$ cat src/rtl/perm_seq_pkg.sv
`default_nettype none
// ============================================================================
// Module      : perm_seq_pkg
// Description : Shared types and constants for the permutation-network
//               sequencer (state encoding, element/seed geometry, LFSR taps).
// Revision    : 1.0 - initial release
// ============================================================================
package perm_seq_pkg;

    localparam int N_ELEM = 16;
    localparam int ELEM_W = 4;
    localparam int SEED_W = 32;

    // Galois right-shift feedback mask applied when the shifted-out bit is 1.
    localparam logic [SEED_W-1:0] LFSR_TAPS = 32'h8020_0003;

    typedef enum logic [1:0] {
        ST_IDLE   = 2'd0,
        ST_SETTLE = 2'd1,
        ST_STREAM = 2'd2
    } state_e;

endpackage
`default_nettype wire

$ cat src/rtl/perm_lfsr32.sv
`default_nettype none
// ============================================================================
// Module      : perm_lfsr32
// Description : Combinational seed helpers: one Galois LFSR step of the
//               current seed, and zero-sanitization of an externally loaded
//               seed (an all-zero state would lock the LFSR).
// Ports       : seed_cur   in  32  current seed register value
//               seed_raw   in  32  externally supplied seed
//               seed_next  out 32  seed_cur advanced one LFSR step
//               seed_clean out 32  seed_raw, with 0 replaced by 1
// Revision    : 1.0 - initial release
// ============================================================================
module perm_lfsr32
    import perm_seq_pkg::*;
(
    input  logic [SEED_W-1:0] seed_cur,
    input  logic [SEED_W-1:0] seed_raw,
    output logic [SEED_W-1:0] seed_next,
    output logic [SEED_W-1:0] seed_clean
);

    assign seed_next  = (seed_cur >> 1) ^ (seed_cur[0] ? LFSR_TAPS : '0);
    assign seed_clean = (seed_raw == '0) ? SEED_W'(1) : seed_raw;

endmodule
`default_nettype wire

$ cat src/rtl/perm_seq_ctrl.sv
`default_nettype none
// ============================================================================
// Module      : perm_seq_ctrl
// Description : Sequencer for the 16-element permutation network. Drives the
//               seed onto rot_pos, waits SETTLE_CYCLES for the combinational
//               network, captures seq_all and streams its 16 nibbles over a
//               valid/ready handshake, then advances the seed by one LFSR step.
// Options     : PERM_CHECK_EN - when defined, flags (sticky perm_err) a
//               captured sequence that is not a permutation of 0..15.
// Ports       : clk, rst (async, active-high)
//               seed_load, seed_in[31:0], start         - control (IDLE only)
//               rot_pos[31:0]                           - network seed drive
//               seq_all[63:0]                           - network result
//               out_valid, out_ready, out_data[3:0],
//               out_index[3:0], out_last                - element stream
//               busy, done, perm_err                    - status
// Revision    : 1.0 - initial release
// ============================================================================
module perm_seq_ctrl
    import perm_seq_pkg::*;
#(
    parameter int                SETTLE_CYCLES = 2,
    parameter logic [SEED_W-1:0] SEED_INIT     = 32'h0000_0001
) (
    input  logic                     clk,
    input  logic                     rst,
    input  logic                     seed_load,
    input  logic [SEED_W-1:0]        seed_in,
    input  logic                     start,
    output logic [SEED_W-1:0]        rot_pos,
    input  logic [N_ELEM*ELEM_W-1:0] seq_all,
    output logic                     out_valid,
    input  logic                     out_ready,
    output logic [ELEM_W-1:0]        out_data,
    output logic [3:0]               out_index,
    output logic                     out_last,
    output logic                     busy,
    output logic                     done,
    output logic                     perm_err
);

    localparam logic [3:0] c_settle_last = 4'(SETTLE_CYCLES - 1);
    localparam logic [3:0] c_last_idx    = 4'(N_ELEM - 1);

    state_e                    r_state;
    logic [3:0]                r_cnt;
    logic [3:0]                r_idx;
    logic [SEED_W-1:0]         r_seed;
    logic [SEED_W-1:0]         r_rot_pos;
    logic [N_ELEM*ELEM_W-1:0]  r_shadow;
    logic                      r_out_valid;
    logic [ELEM_W-1:0]         r_out_data;
    logic                      r_out_last;
    logic                      r_busy;
    logic                      r_done;

    logic [SEED_W-1:0]         w_seed_next;
    logic [SEED_W-1:0]         w_seed_clean;
    logic [3:0]                w_idx_inc;
    logic                      w_capture;
    logic                      w_handshake;

    perm_lfsr32 u_lfsr (
        .seed_cur   (r_seed),
        .seed_raw   (seed_in),
        .seed_next  (w_seed_next),
        .seed_clean (w_seed_clean)
    );

    assign w_idx_inc   = r_idx + 4'd1;
    assign w_capture   = (r_state == ST_SETTLE) && (r_cnt == c_settle_last);
    assign w_handshake = r_out_valid && out_ready;

    always_ff @(posedge clk or posedge rst) begin
        if (rst) begin
            r_state     <= ST_IDLE;
            r_cnt       <= '0;
            r_idx       <= '0;
            r_seed      <= SEED_INIT;
            r_rot_pos   <= '0;
            r_shadow    <= '0;
            r_out_valid <= 1'b0;
            r_out_data  <= '0;
            r_out_last  <= 1'b0;
            r_busy      <= 1'b0;
            r_done      <= 1'b0;
        end else begin
            r_done <= 1'b0;
            case (r_state)
                ST_IDLE: begin
                    if (seed_load) begin
                        r_seed <= w_seed_clean;
                    end
                    if (start) begin
                        // A simultaneous load takes precedence over the stored seed.
                        r_rot_pos <= seed_load ? w_seed_clean : r_seed;
                        r_cnt     <= '0;
                        r_busy    <= 1'b1;
                        r_state   <= ST_SETTLE;
                    end
                end
                ST_SETTLE: begin
                    r_cnt <= r_cnt + 4'd1;
                    if (w_capture) begin
                        // Element 0 is loaded straight from the network so the
                        // output register is valid the cycle after capture.
                        r_shadow    <= seq_all;
                        r_idx       <= '0;
                        r_out_valid <= 1'b1;
                        r_out_data  <= seq_all[ELEM_W-1:0];
                        r_out_last  <= 1'b0;
                        r_state     <= ST_STREAM;
                    end
                end
                ST_STREAM: begin
                    if (w_handshake) begin
                        if (r_idx == c_last_idx) begin
                            r_seed      <= w_seed_next;
                            r_idx       <= '0;
                            r_out_valid <= 1'b0;
                            r_out_data  <= '0;
                            r_out_last  <= 1'b0;
                            r_busy      <= 1'b0;
                            r_done      <= 1'b1;
                            r_state     <= ST_IDLE;
                        end else begin
                            r_idx      <= w_idx_inc;
                            r_out_data <= r_shadow[{w_idx_inc, 2'b00} +: ELEM_W];
                            r_out_last <= (w_idx_inc == c_last_idx);
                        end
                    end
                end
                default: begin
                    r_state <= ST_IDLE;
                end
            endcase
        end
    end

`ifdef PERM_CHECK_EN
    logic [N_ELEM-1:0] w_seen;
    logic              r_perm_err;

    // Each nibble marks its value; a permutation marks every value exactly once.
    always_comb begin
        w_seen = '0;
        for (int i = 0; i < N_ELEM; i++) begin
            w_seen[seq_all[i*ELEM_W +: ELEM_W]] = 1'b1;
        end
    end

    always_ff @(posedge clk or posedge rst) begin
        if (rst) begin
            r_perm_err <= 1'b0;
        end else if (w_capture && (w_seen != {N_ELEM{1'b1}})) begin
            r_perm_err <= 1'b1;
        end
    end

    assign perm_err = r_perm_err;
`else
    assign perm_err = 1'b0;
`endif

    assign rot_pos   = r_rot_pos;
    assign out_valid = r_out_valid;
    assign out_data  = r_out_data;
    assign out_index = r_idx;
    assign out_last  = r_out_last;
    assign busy      = r_busy;
    assign done      = r_done;

endmodule
`default_nettype wire

$ cat config.mk
export PLATFORM = sky130hd
export DESIGN_NAME = perm_seq_ctrl
export DESIGN_NICKNAME = d
export VERILOG_FILES = /design/src/rtl/perm_seq_pkg.sv /design/src/rtl/perm_lfsr32.sv /design/src/rtl/perm_seq_ctrl.sv
export SDC_FILE = /design/constraint.sdc
export NUM_CORES = 1
export LEC_CHECK = 0
export ABC_AREA = 1
export BUFFER_PORTS_ARGS = -buffer_cell sky130_fd_sc_hd__clkbuf_2
export CAP_MARGIN = 30
export CELL_PAD_IN_SITES_DETAIL_PLACEMENT = 1
export CELL_PAD_IN_SITES_GLOBAL_PLACEMENT = 2
export CORE_ASPECT_RATIO = 2
export CORE_MARGIN = 3
export CORE_UTILIZATION = 31
export DETAILED_ROUTE_END_ITERATION = 7
export PLACE_DENSITY_LB_ADDON = 0.15
export SYNTH_ARGS = -nofsm -noshare
export SYNTH_HDL_FRONTEND = slang
export SYNTH_SLANG_ARGS = --single-unit
export TNS_END_PERCENT = 50
$ cat constraint.sdc
create_clock -name clk -period 4.7 [get_ports clk]
set_input_delay 0.235 -clock clk [delete_from_list [all_inputs] [get_ports clk]]
set_output_delay 0.235 -clock clk [all_outputs]
set_load 0.02 [all_outputs]
=== Word-level counts from Yosys, hierarchy flattened ===
Cells that the tools add are included.

* Bits in registers: 146
* Input port bits: 101
* Output and inout bits: 45

* $add $sub $neg: 2
* Equal/unequal tests: 9
* Shift-type cells: 1
* Mux-type cells: 34
* Bitwise operators: 1
* Reduce and logical (&&, ||, !) cells: 15

{| class="wikitable"
|+ Operators by type and width
! kind !! number
|-
| two-way mux 32 bit || 5
|-
| case mux 32 bit (2 select lines) || 1
|-
| variable part select 64 x 7 -> 4 bit || 1
|-
| logical NOT 32 bit || 1
|-
| bitwise XOR 31 x 32 -> 32 bit || 1
|-
| two-way mux 4 bit || 7
|-
| case mux 4 bit (2 select lines) || 3
|-
| AND reduction 4 bit || 3
|-
| two-way mux 1 bit || 10
|-
| adder 4 x 1 -> 4 bit, second input constant || 2
|-
| equality test 4 bit, second input constant || 2
|-
| two-way mux 2 bit || 4
|-
| inequality test 2 bit, second input constant || 4
|-
| case mux 1 bit (2 select lines) || 3
|-
| case mux 2 bit (3 select lines) || 1
|-
| AND reduction 2 bit || 3
|-
| AND reduction 3 bit || 2
|-
| nonzero test 2 bit || 3
|-
| equality test 4 x 1 -> 1 bit, second input constant || 1
|-
| equality test 2 x 1 -> 1 bit, second input constant || 1
|-
| equality test 2 bit, second input constant || 1
|-
| logical AND 1 bit || 2
|-
| logical NOT 2 bit || 1
|}

=== Logic depth before layout (Yosys ltp) ===
Gate-level depths: netlist of run 1.

* Depth in word-level cells: 5
* Gate-level depth with buffers: 12
* Mapped depth without buffers: 9

=== Modules after synthesis ===
Synthesis of run 1 repeated with hierarchy kept, for this count alone.

* Cell total of the unflattened synthesis: 983
* Area total of the unflattened synthesis: 7,808.7 µm²

{| class="wikitable"
|+ Modules (own cells, without submodules)
! module !! instances !! cells each !! area each (µm²) !! seq. area each (µm²)
|-
| perm_seq_ctrl || 1 || 888 || 7,327.0 || 3,654.8
|-
| perm_lfsr32 || 1 || 95 || 481.7 || 0.0
|}

=== Worst setup path before layout of run 1 ===
Ideal clock, no wire load.

* Path type: flip-flop to flip-flop
* From: reg r_idx[0], in the netlist out_index[0]
* To: reg r_out_data[0], in the netlist out_data[0]
* Library setup time: 0.077 ns
* Data arrival time: 1.997 ns
* Slack: 2.626 ns
* Cell stages (with the launch flop): 13
* Path buffers: 3
* Period minus slack after synthesis: 2.074 ns
* Cell sequence: dfrtp_1 > buf_2 > inv_2 > buf_2 > ha_1 > inv_1 > clkbuf_1 > nand3_1 > nand3_1 > nand3_1 > nand2_1 > nand2_1 > a21oi_1

* Cells in the longest elaborated chain, start to end: 5

{| class="wikitable"
|+ Ends and longest elaborated chain
! item !! line !! RTL
|-
| start, declared || perm_seq_ctrl.sv:47 || <nowiki>logic [3:0] r_idx;</nowiki>
|-
| start signal, assigned || perm_seq_ctrl.sv:127 || <nowiki>r_idx <= w_idx_inc;</nowiki>
|-
| adder 4 x 1 -> 4 bit || perm_seq_ctrl.sv:70 || <nowiki>assign w_idx_inc = r_idx + 4'd1;</nowiki>
|-
| variable part select 64 x 7 -> 4 bit || perm_seq_ctrl.sv:128 || <nowiki>r_out_data <= r_shadow[{w_idx_inc, 2'b00} +: ELEM_W];</nowiki>
|-
| two-way mux 4 bit * || perm_seq_ctrl.sv:117 || <nowiki>if (r_idx == c_last_idx) begin</nowiki>
|-
| two-way mux 4 bit * || perm_seq_ctrl.sv:116 || <nowiki>if (w_handshake) begin</nowiki>
|-
| case mux 4 bit (2 select lines) * || perm_seq_ctrl.sv:89 || <nowiki>case (r_state)</nowiki>
|-
| end signal, assigned || perm_seq_ctrl.sv:110 || <nowiki>r_out_data <= seq_all[ELEM_W-1:0];</nowiki>
|-
| end signal, assigned || perm_seq_ctrl.sv:128 ||
|-
| end, declared || perm_seq_ctrl.sv:52 || <nowiki>logic [ELEM_W-1:0] r_out_data;</nowiki>
|}

Every way passes the cells marked *; elsewhere a longest branch is shown, timed or not. The select of a mux whose other input is x is not followed.
A chain may end at the register's enable or synchronous reset.

=== Worst setup path after layout of run 1 ===
* From: reg r_idx[0], in the netlist out_index[0]
* To: reg r_seed[1]

* Cells in the longest elaborated chain, start to end: 3

{| class="wikitable"
|+ Ends and longest elaborated chain
! item !! line !! RTL
|-
| equality test 4 bit || perm_seq_ctrl.sv:117 ||
|-
| inequality test 2 bit (no source line) || -- ||
|-
| AND reduction 3 bit (no source line) || -- ||
|-
| end signal, assigned || perm_seq_ctrl.sv:92 || <nowiki>r_seed <= w_seed_clean;</nowiki>
|-
| end signal, assigned || perm_seq_ctrl.sv:118 || <nowiki>r_seed <= w_seed_next;</nowiki>
|-
| end, declared || perm_seq_ctrl.sv:48 || <nowiki>logic [SEED_W-1:0] r_seed;</nowiki>
|}

No other way between the ends.

==> results of run 1 <==
[state kept, by name (all words and copies together), names as in the netlist]
signal,flops
out_valid,1
out_last,1
out_data,4
r_state,2
done,1
r_seed,32
out_index,4
rot_pos,32
r_cnt,4
busy,1
r_shadow,64
[worst max-delay path, delay by kind of cell (launching register included)]
family	cells	cell delay, ps
DFF	1	750
buffers and inverters	2	1000
and+or+nand+nor	2	240
adders and majority gates	1	330
AOI/OAI and AO/OA	3	560
[cell families (layout without fill, tap and decap cells)]
logic type / count (synthesis) / count (layout) / share of synthesized area, %
other: 1 / 1 / 0.05283
and+or+nand+nor: 411 / 411 / 23.02
buffers and inverters: 161 / 327 / 9.483
AOI/OAI and AO/OA: 205 / 205 / 14.61
DFF: 146 / 146 / 51.49
xor gates and xnor gates: 4 / 4 / 0.4937
adders and majority gates: 4 / 4 / 0.7051
muxes: 1 / 1 / 0.1410
[final timing paths]
path                            cells past startpoint          from           end  slack, ps
worst max-delay path                                8  out_index[0]     r_seed[1]       1700
worst max register to register                      8  out_index[0]     r_seed[1]       1700
worst min register to register                      2  r_shadow[45]  r_shadow[45]        470
worst min-delay path                                3   seq_all[13]  r_shadow[13]         20
max in group asynchronous                           4           rst  r_shadow[47]       3180
min in group asynchronous                           3           rst     r_seed[8]        450
[cell usage in the layout, fill, tap and decap left out, drive strengths merged]
cell / count
bufinv: 2
a22o: 1
inv: 110
ha: 4
nand3: 53
a21oi: 38
o22ai: 3
nand4: 1
dfrtp: 145
o21ai: 163
nor2: 52
clkbuf: 167
conb: 1
xnor2: 1
dlygate4sd3: 30
dfstp: 1
mux2i: 1
nand2: 305
buf: 13
xor2: 3
clkinv: 5
[through the flow]
step           cell area, µm²  hold WS (ps)
5_1_grt                  8902         1.277
6_report                 8902         16.18
4_1_cts                  8902        0.5842
3_3_place_gp             7984         374.7
2_1_floorplan            7098         351.6
3_5_place_dp             8059         387.1
[layer usage]
metal  global-route usage, %  vias up
met5                       0        -
met4                   7.702        0
met3                   3.682       27
met2                   36.56      120
met1                   20.03     3085
li1                        -     3241
[synthesized netlist by cell type]
| cell | count | area, µm² |
|---|---|---|
| sky130_fd_sc_hd__nand2_1 | 304 | 1141 |
| sky130_fd_sc_hd__dfstp_2 | 1 | 26.28 |
| sky130_fd_sc_hd__buf_2 | 10 | 50.05 |
| sky130_fd_sc_hd__nand4_1 | 1 | 6.260 |
| sky130_fd_sc_hd__buf_1 | 3 | 11.26 |
| sky130_fd_sc_hd__o22ai_1 | 3 | 18.77 |
| sky130_fd_sc_hd__a21oi_1 | 38 | 190.2 |
| sky130_fd_sc_hd__nand3_1 | 53 | 265.3 |
| sky130_fd_sc_hd__xor2_1 | 3 | 26.28 |
| sky130_fd_sc_hd__clkbuf_1 | 26 | 97.59 |
| sky130_fd_sc_hd__inv_2 | 6 | 22.52 |
| sky130_fd_sc_hd__buf_4 | 9 | 67.56 |
| sky130_fd_sc_hd__xnor2_1 | 1 | 8.760 |
| sky130_fd_sc_hd__a22o_1 | 1 | 8.760 |
| sky130_fd_sc_hd__conb_1 | 1 | 3.750 |
| sky130_fd_sc_hd__nor2_4 | 2 | 22.52 |
| sky130_fd_sc_hd__inv_1 | 104 | 390.4 |
| sky130_fd_sc_hd__ha_1 | 4 | 50.05 |
| sky130_fd_sc_hd__mux2i_1 | 1 | 10.01 |
| sky130_fd_sc_hd__nor2_1 | 48 | 180.2 |
| sky130_fd_sc_hd__dfrtp_1 | 145 | 3628 |
| sky130_fd_sc_hd__o21ai_0 | 142 | 710.7 |
| sky130_fd_sc_hd__o21ai_1 | 20 | 100.1 |
| sky130_fd_sc_hd__o21ai_2 | 1 | 8.760 |
| sky130_fd_sc_hd__nor2_2 | 2 | 12.51 |
| sky130_fd_sc_hd__buf_6 | 3 | 33.78 |
| sky130_fd_sc_hd__nand2_2 | 1 | 6.260 |
[final cells by class]
type | count | area (µm²) | share of cell area [%]
clock inverters | 7 | 85.08 | 0.9557
flip-flops and latches | 146 | 3655 | 41.05
well taps | 276 | 345.3 | 3.879
multi-input cells | 626 | 2770 | 31.12
repair buffers | 187 | 1171 | 13.16
clock buffers | 23 | 457.9 | 5.144
inverters | 110 | 417.9 | 4.694
[power by group through the flow]
stage | Combinational, mW | Sequential [mW] | Clock, mW
2_1_floorplan | 1.79 | 2.25 | 0
3_3_place_gp | 2.70 | 2.14 | 0
3_5_place_dp | 2.79 | 2.14 | 0
4_1_cts | 2.82 | 2.13 | 1.35
5_1_grt | 3.15 | 2.20 | 1.40
6_report | 2.72 | 2.12 | 1.30
[what timing repair did]
action / in CTS / in global routing
setup buffers: 0 / 0
endpoints found under the hold margin: 91 / 0
endpoints found under the setup margin: 0 / 0
hold buffers: 30 / 0
==> results.md, run 1 <==
- Result of the run: complete, no violations
- Power density over the cells: ~690 nW/µm²
- Final TNS setup: 0 ps
- Actual slew at the worst max-slew pin: roughly 990 ps
- Final cell count without fillers: ~1400
- RSZ-0062 raised after global routing: no
- Combinational cell fraction of total power: between 40 and 50%
- Crit path max-delay cell type: sky130_fd_sc_hd__inv_1
- Standby leakage power: about 4.5 nW
- Worst slack at placement: between 1500 and 2000 ps
- Avg Inst Size Synth: 7.608 µm²
- I/O Buffers: 144
- GRT Resource Usage Total: a little under a fifth
- Kind of critical path: reg -> reg
- Floorplan die width: roughly 110 µm
- Max-cap viol count: 0
- Net switching power figure: between 2 and 3 mW
- Number of optimization iterations in the first detailed-route pass: 4
- Htree depth: 4
- Setup violations, final: 0
- Uppermost routed layer: met4
- Diode count: 0
- Resized cells post-CTS: 0
- Crit end category: flip-flop
- Headroom to the max-slew limit: 33.64%
- Final GP Congestion: 0.7801
- Count of standard-cell rows: 77
- Crit share post-route: between 60 and 70%
- Core box area: 22350 µm²
- Net count after synthesis: approximately 1000
- Sequential power share: about a third
- Post-synthesis cell count: just over 900
- Final ANT Viol Nets: 0
- Path class of the lowest-slack min-delay path: in -> reg
- Required time at the worst-slack endpoint: 5040 ps
- Layout fillers: ~2800
- Number of nets in the final layout: 1193
- CTS Root Buffer Type: sky130_fd_sc_hd__clkbuf_16
- Mean routed wirelength per cell: 16.26 µm
- Via total after detailed routing: between 6000 and 7000
- Cell count after placement: approximately 1300
- Achievable Freq: around 330 MHz
- Area Overhead vs Synth: 25.42%
- Stage delay of the slowest cell on the critical path: about 760 ps
- Maximum number of pins on one net before global-route repair: 72
- Die footprint: approximately 25000 µm²
- Detailed-route wire length on metal 1: between 8000 and 9000 µm
- Smallest setup slack after layout: 1701 ps
- CP Max Fanout: 33
- Clock-pin slew of the registers on the worst-case setup and hold paths: approximately 60 ps
- CTS buffer count: 17
- Buffer depth of the longest clock path: 2
- CTS tree: done
- Flops & latches, synth: about 150
- Syn Std Cell Area: 7098 µm²
- Total overflow reported by the global router: 0
- Total internal power: about 3.5 mW
- Final Power: between 6 and 7 mW
- Fraction of final layout cells with drive strength greater than 1: 17.83%
- Share of the core filled with cells: 39.83%
- Total wire length after detailed routing: ~22000 µm
- Cell Chain, Critical Path: ha_1 -> nand3_1 -> o21ai_2 -> nand2_2 -> buf_4 -> inv_1 -> o21ai_0 -> o22ai_1
- Net Sw Frac: between 40 and 50%
- Final Critical Period: 2999 ps
- Peak supply drop: approximately 250 µV
- Starting DRC count in detailed routing: about 190
- Arrival time of data at the critical path endpoint: 3340 ps
- # clock sinks: roughly 150
- Number of design rule violations left after detail routing: 0
- Startpoint type of the worst setup path: flip-flop
- Number of antenna violations at the first check in global routing: 0
- Number of endpoints with negative hold slack in the final report: 0
- Starting utilization of the core area: 31.76%
- Final Slew Violations: 0
- Cell variety after synth: 27
- First-pass GRT wire length: between 30000 and 40000 µm
- Yosys Warn Count: 0
- Routed wl met2: between 10000 and 15000 µm
- Met3 layer wire length in the routed design: about 670 µm
- Via density: about 4.7
- Worst-case clock skew: roughly 9.1 ps
- Vertical extent of the die: roughly 220 µm
- Post-DP HPWL: between 15000 and 20000 µm
- Share of power burned in the clock network: a little over a fifth
- Via count of the first global-routing pass: between 7000 and 8000
- Clock latency on the worst-skew pair: ~440 ps
- Number of placed I/O pins: ~150
- Fraction of the yosys area taken by sequential cells: between 50 and 60%
(Power assumes the default switching activity.)
==> run 2: changes to the inputs <==
Clock period 4.7 ns to 3 ns, I/O delays scaled along.
==> run 2 against run 1 <==
Clock skew decreased by 1.5 ps; critical endpoint is now r_shadow[42]; combinational power increased by 61%; critical path type unchanged; largest power group unchanged; clock power increased by 79%; core utilization increased by 1.9 points; sequential power increased by 55%; via count increased by 3.1%; worst hold slack improved by 59 ps.
==> results.md, run 2 (same netlist as run 1, synthesis figures left out) <==
- Hold path startpoint: seed_in[10]
- Worst path top cell family by delay: buffers and inverters
- Final Critical Period: 2061 ps
- Setup violations, final: 0
- Most common cell after layout, fill and taps aside: sky130_fd_sc_hd__nand2_1
- Mean routed wirelength per cell: around 16 µm
- Crit end category: flip-flop
- Peak supply drop: 530.4 µV
- Clock latency on the worst-skew pair: around 440 ps
- Top library cells by usage in the layout, fill and taps aside: 304 x sky130_fd_sc_hd__nand2_1, 145 x sky130_fd_sc_hd__dfrtp_1, 144 x sky130_fd_sc_hd__clkbuf_2
- Flip-flop count of the largest register, all copies and words added: 64
- Final cell count without fillers: around 1400
- R2r startpoint: r_state[1]
- Via total after detailed routing: ~6700
- Kind of critical path: reg -> reg
- Diode count: 0
- Arrival time of data at the critical path endpoint: between 2000 and 2500 ps
- Total overflow reported by the global router: 0
- Final Slew Violations: 0
- Cell Chain, Critical Path: buf_4 -> nor2_2 -> inv_2 -> nor2_4 -> buf_4 -> nand2_1 -> o21ai_0
- Post-DP HPWL: 15880 µm
- CP Max Fanout: 69
- Cell count after placement: between 1000 and 1500
- Final ANT Viol Nets: 0
- End of the worst register-to-register path: r_shadow[42]
- Area Overhead vs Synth: 31.54%
- Cells on worst reg2reg path: 7
- Clock-pin slew of the registers on the worst-case setup and hold paths: ~60 ps
- Floorplan die width: roughly 110 µm
- Sum of buffers and inverters on the critical path: 3
- GRT Resource Usage Total: 19.36%
- Number of nets in the final layout: 1230
- Number of optimization iterations in the first detailed-route pass: 4
- I/O Buffers: around 140
- Layout fillers: 2755
- Fraction of final layout cells with drive strength greater than 1: a little under a fifth
- Worst slack at placement: between 900 and 1000 ps
- CTS tree: done
- Starting utilization of the core area: between 30% and 40%
- Maximum number of pins on one net before global-route repair: 147
- Cell occurring most often along the worst timing path: sky130_fd_sc_hd__buf_4
- Stage delay of the slowest cell on the critical path: slightly above 500 ps
- Number of cells on the worst hold path: 5
- Count of standard-cell rows: 77
- Path class of the lowest-slack min-delay path: in -> reg
- CTS Root Buffer Type: sky130_fd_sc_hd__clkbuf_16
- Post-CTS setup buffers: 0
- Final TNS setup: 0 ps
- Die footprint: roughly 25000 µm²
- Number of endpoints with negative hold slack in the final report: 0
- Worst-case clock skew: about 7.6 ps
- Headroom to the max-slew limit: 33.39%
- Register bank with the most flops: r_shadow
- Max-cap viol count: 0
- Required time at the worst-slack endpoint: roughly 3400 ps
- Final GP Congestion: around 0.77
- Core box area: about 22000 µm²
- Crit share post-route: 68.70%
- Buffer depth of the longest clock path: 2
- Most Crowded Layer GR: met2
- Min-Delay Endpoint: rot_pos[10]
- Met2 demand-to-capacity share in global routing: 38.12%
- Global routing usage on met3: between 3 and 4%
- Number of design rule violations left after detail routing: 0
- Starting DRC count in detailed routing: 160
- RSZ-0062 raised after global routing: no
- Setup slack on the worst flop-to-flop path: between 900 and 1000 ps
- Via count of the first global-routing pass: roughly 7300
- Smallest setup slack after layout: 939.0 ps
- Power density over the cells: 1069 nW/µm²
- Htree depth: 4
- Total wire length after detailed routing: 23060 µm
- Number of placed I/O pins: approximately 150
- Vertical extent of the die: 220.0 µm
- Standby leakage power: around 4.7 nW
- Crit path max-delay cell type: sky130_fd_sc_hd__buf_4
- CTS buffer count: 17
- Fraction of met1 tracks used by global routing: between 10% and 20%
- Actual slew at the worst max-slew pin: 999.2 ps
- Result of the run: complete, no violations
- Via density: between 4 and 5
- Number of antenna violations at the first check in global routing: 0
- # clock sinks: roughly 150
- Startpoint type of the worst setup path: flip-flop
- First-pass GRT wire length: approximately 37000 µm
- Achievable Freq: 485.2 MHz
-- run 2: cell count changes in the layout (fill, tap and decap cells not counted) --
cell / before / now
sky130_fd_sc_hd__dlygate4sd3_1: 30 / 65
sky130_fd_sc_hd__clkbuf_1: 5 / 0
sky130_fd_sc_hd__buf_16: 2 / 0
sky130_fd_sc_hd__clkinv_2: 5 / 1
sky130_fd_sc_hd__buf_4: 10 / 14
sky130_fd_sc_hd__inv_6: 1 / 0
sky130_fd_sc_hd__clkinvlp_4: 0 / 4
sky130_fd_sc_hd__bufinv_16: 2 / 3
sky130_fd_sc_hd__clkbuf_8: 1 / 8
-- run 2: report_power, final --
group          internal [mW]  switching [mW]  total (mW)
sequential              2.89           0.388        3.28
combinational           1.40            2.97        4.37
clock                   1.48           0.845        2.33
total                   5.78            4.20        9.98
-- run 2: what timing repair did --
action | 4_1_cts | 5_1_grt
hold endpoints to repair | 64 | 1
hold buffers | 64 | 1
gates resized for setup | 0 | 0
-- run 2: how the worst max path moves through the flow --
| stage | endpoint | cells past startpoint | start | slack [ps] |
|---|---|---|---|---|
| floorplan | out_data[0] | 12 | out_index[0] | 930 |
| global placement | r_shadow[33] | 7 | r_state[1] | 940 |
| detailed placement | r_seed[21] | 8 | out_index[0] | 930 |
| CTS | r_seed[21] | 8 | out_index[0] | 910 |
| global route | r_seed[21] | 8 | out_index[0] | 660 |
| finish | r_shadow[42] | 7 | r_state[1] | 940 |
-- run 2: final cells by class --
| type | instances | area [µm²] | share of cell area, % |
|---|---|---|---|
| Clock buffer | 25 | 535.5 | 5.736 |
| Tap cell | 276 | 345.3 | 3.699 |
| Inverter | 110 | 416.7 | 4.463 |
| Clock inverter | 7 | 117.6 | 1.260 |
| Timing Repair Buffer | 224 | 1496 | 16.03 |
| Multi-Input combinational cell | 626 | 2770 | 29.67 |
| Sequential cell | 146 | 3655 | 39.15 |
-- run 2: through the flow --
step	total power [mW]	util, %	area [µm²]	hold slack [ps]
CTS	10.21	41.73	9326	10.42
detailed placement	7.733	35.94	8033	366.1
finish	9.983	41.77	9336	74.70
global route	10.93	41.77	9336	104.4
global placement	7.658	35.94	8033	355.4
floorplan	6.320	-	7102	266.6
-- run 2: worst min-delay path: stages --
cell	delay, ps
sky130_fd_sc_hd__clkbuf_2	90
sky130_fd_sc_hd__nand2_1	40
sky130_fd_sc_hd__o21ai_0	90
sky130_fd_sc_hd__nand2_1	60
sky130_fd_sc_hd__nand2_1	50
-- run 2: metal layers --
layer,share of wire [%],routed length (µm)
met1,38,8746
met2,57,13110
met3,3.1,710
met4,2.1,492
met5,0,0
==> run 3: changes to the inputs <==
Settings changed: ABC_AREA 1 to 0, CORE_UTILIZATION 31 to 35.
Clock period 3 ns to 2 ns, I/O delays scaled along.
==> run 3 against run 2 <==
Final area shrank 1.4%; final cell count is 26% lower; count of clock-buffer cells in the layout is 6 lower; sequential share of layout area rose by 0.57 points; maximum frequency rose by 6.4%; sequential cell count did not move; core utilization increased by 6.7 points; via count shrank 20%; total power is 39% higher; combinational power grew 24%; critical path type unchanged; largest cell class unchanged.
==> results.md, run 3 <==
- Result of the run: complete, no violations
- Worst path top cell family by delay: multiplexers
- CTS tree: done
- GRT Resource Usage Total: around a fifth
- Peak supply drop: between 700 and 800 µV
- CTS buffer count: 17
- Fraction of the yosys area taken by sequential cells: a little over half
- Number of endpoints with negative hold slack in the final report: 0
- CP Max Fanout: 16
- Final Slew Violations: 0
- Via total after detailed routing: approximately 5300
- Required time at the worst-slack endpoint: between 2000 and 2500 ps
- Standby leakage power: about 4.2 nW
- Setup violations, final: 0
- Sum of buffers and inverters on the critical path: 2
- Via count of the first global-routing pass: between 6000 and 7000
- Arrival time of data at the critical path endpoint: 2230 ps
- Crit end category: flip-flop
- First-pass GRT wire length: between 30000 and 40000 µm
- Clock latency on the worst-skew pair: about 420 ps
- # clock sinks: around 150
- Number of optimization iterations in the first detailed-route pass: 4
- Count of standard-cell rows: 71
- Achievable Freq: roughly 520 MHz
- Portion of synthesized cell area occupied by the leading cell type: ~53%
- Max-cap viol count: 0
- Ranking of synthesized cells by instance count: 145 x sky130_fd_sc_hd__dfrtp_1, 72 x sky130_fd_sc_hd__mux2_2, 44 x sky130_fd_sc_hd__nor2_1
- Avg Inst Size Synth: 12.04 µm²
- Total overflow reported by the global router: 0
- Net count after synthesis: about 670
- Htree depth: 4
- RSZ-0062 raised after global routing: yes
- Post-DP HPWL: between 10000 and 15000 µm
- Core box area: approximately 19000 µm²
- Flops & latches, synth: around 150
- Final TNS setup: 0 ps
- Number of antenna violations at the first check in global routing: 0
- Number of placed I/O pins: about 150
- Syn Std Cell Area: 6849 µm²
- Actual slew at the worst max-slew pin: a little under 600 ps
- Number of flops mapped to enable cells by yosys: 0
- Die footprint: 21380 µm²
- Cell Chain, Critical Path: inv_1 -> ha_1 -> buf_12 -> mux4_2 -> mux2_2 -> nand3_1 -> a31oi_1
- Worst-case clock skew: between 9 and 10 ps
- Post-synthesis cell count: about 570
- Top library cells by usage in the layout, fill and taps aside: 144 x sky130_fd_sc_hd__clkbuf_2, 143 x sky130_fd_sc_hd__dfrtp_1, 72 x sky130_fd_sc_hd__mux2_2
- Total wire length after detailed routing: 19390 µm
- Floorplan die width: around 100 µm
- Area Overhead vs Synth: 34.45%
- Final Critical Period: 1937 ps
- Fraction of final layout cells with drive strength greater than 1: around 37%
- Final GP Congestion: 0.7663
- Maximum number of pins on one net before global-route repair: a little under 80
- Register bank with the most flops: r_shadow
- Most area-consuming cells after synthesis: sky130_fd_sc_hd__dfrtp_1 53%, sky130_fd_sc_hd__mux2_2 12%, sky130_fd_sc_hd__mux4_2 5.3%, sky130_fd_sc_hd__mux2i_1 4.7%, sky130_fd_sc_hd__o2bb2ai_1 3.7%
- Diode count: 0
- Starting utilization of the core area: around 36%
- Power density over the cells: 1505 nW/µm²
- Clock-pin slew of the registers on the worst-case setup and hold paths: around 60 ps
- Starting DRC count in detailed routing: between 100 and 150
- Stage delay of the slowest cell on the critical path: around 420 ps
- Buffer depth of the longest clock path: 2
- CTS Root Buffer Type: sky130_fd_sc_hd__clkbuf_16
- Kind of critical path: reg -> reg
- Vertical extent of the die: 203.8 µm
- I/O Buffers: ~140
- Cell type with the largest total area after synthesis: sky130_fd_sc_hd__dfrtp_1
- Path class of the lowest-slack min-delay path: in -> reg
- Area post-placement: 7951 µm²
- Via density: about 5.1
- Post-route standard cell area excluding fillers: between 9000 and 10000 µm²
- Crit path max-delay cell type: sky130_fd_sc_hd__dfrtp_2
- Mean routed wirelength per cell: 18.64 µm
- Cell variety after synth: 42
- Headroom to the max-slew limit: about 61%
- Crit share post-route: between 90% and 100%
- Final ANT Viol Nets: 0
- Leading cell type by number of instances after synthesis: sky130_fd_sc_hd__dfrtp_1
- Most common cell after layout, fill and taps aside: sky130_fd_sc_hd__clkbuf_2
- Flip-flop count of the largest register, all copies and words added: 64
- Yosys Warn Count: 0
- Number of nets in the final layout: 877
- Share of flip-flops with an asynchronous set or reset: 100.0%
- Startpoint type of the worst setup path: flip-flop
- Prevailing post-synth register cell: sky130_fd_sc_hd__dfrtp_1
- Number of design rule violations left after detail routing: 0
[run 3: changes by cell type in the layout (fill, tap and decap cells not counted), sizes merged, moves of 35 or more]
cell / delta
nand2: -264
o21ai: -121
nand3: -41
a31oi: +35
mux2: +72
inv: -105
[run 3: worst paths after layout]
kind	start	end	slack [ps]	cells past startpoint
worst max-delay path	out_index[0]	out_data[2]	60	7
worst min-delay path	seed_in[13]	rot_pos[13]	20	3
worst max register to register	out_index[0]	out_data[2]	60	7
worst min register to register	rot_pos[24]	rot_pos[24]	480	2
max in group asynchronous	rst	r_seed[0]	1280	4
min in group asynchronous	rst	r_shadow[52]	350	4
[run 3: layout make-up]
type	instances	area (µm²)
Timing Repair Buffer	227	1644
Clock buffer	19	442.9
Inverter	5	22.52
Sequential cell	146	3657
Fill cell	2068	9802
Tap cell	255	319.1
Multi-Input combinational cell	375	2985
Clock inverter	13	137.6
[run 3: power breakdown]
group          switching, mW  internal, mW  total, mW
combinational           2.68          2.73       5.41
clock                   1.28          1.87       3.14
sequential             0.945          4.36       5.30
total                   4.90          8.95       13.9
[run 3: through the flow]
stage | worst slack [ps] | utilization (%) | hold slack, ps | cells | power [mW]
floorplan | -291.7 | - | 250.6 | 569 | 8.880
global placement | 75.57 | 41.83 | 254.1 | 942 | 10.46
detailed placement | -9.507 | 41.83 | 265.8 | 942 | 10.74
CTS | 39.89 | 48.31 | 4.192 | 1039 | 14.05
global route | -5.560 | 48.44 | 33.83 | 1040 | 14.86
finish | 63.20 | 48.44 | 21.19 | 1040 | 13.85
[run 3: tightest hold or removal path: stages]
cell and delay (ps):
sky130_fd_sc_hd__clkbuf_2 90, sky130_fd_sc_hd__mux2i_1 80, sky130_fd_sc_hd__o21ai_0 140
[run 3: cell families after synthesis]
kind of cell / Yosys count / synth area share [%]
xor+xnor: 5 / 0.9136
mux: 120 / 21.78
buf+inv: 48 / 3.197
flops: 146 / 53.36
fa+ha+maj: 4 / 0.7308
simple gates: 119 / 7.782
other cells: 1 / 0.05475
compound gates: 126 / 12.19
[run 3: what timing repair did]
item,CTS,global route
setup endpoints to repair,1,3
gates resized for setup,1,1
gates cloned,0,0
setup buffers,0,1
hold buffers,65,0
endpoints found under the hold margin,209,0
[run 3: routing by layer]
metal | up-vias | track usage [%] | part of all wire [%]
li1 | 2502 | - | -
met1 | 2673 | 20.18 | 37
met2 | 120 | 36.44 | 57
met3 | 25 | 3.984 | 4.1
met4 | 0 | 7.039 | 2.1
met5 | - | 0 | 0
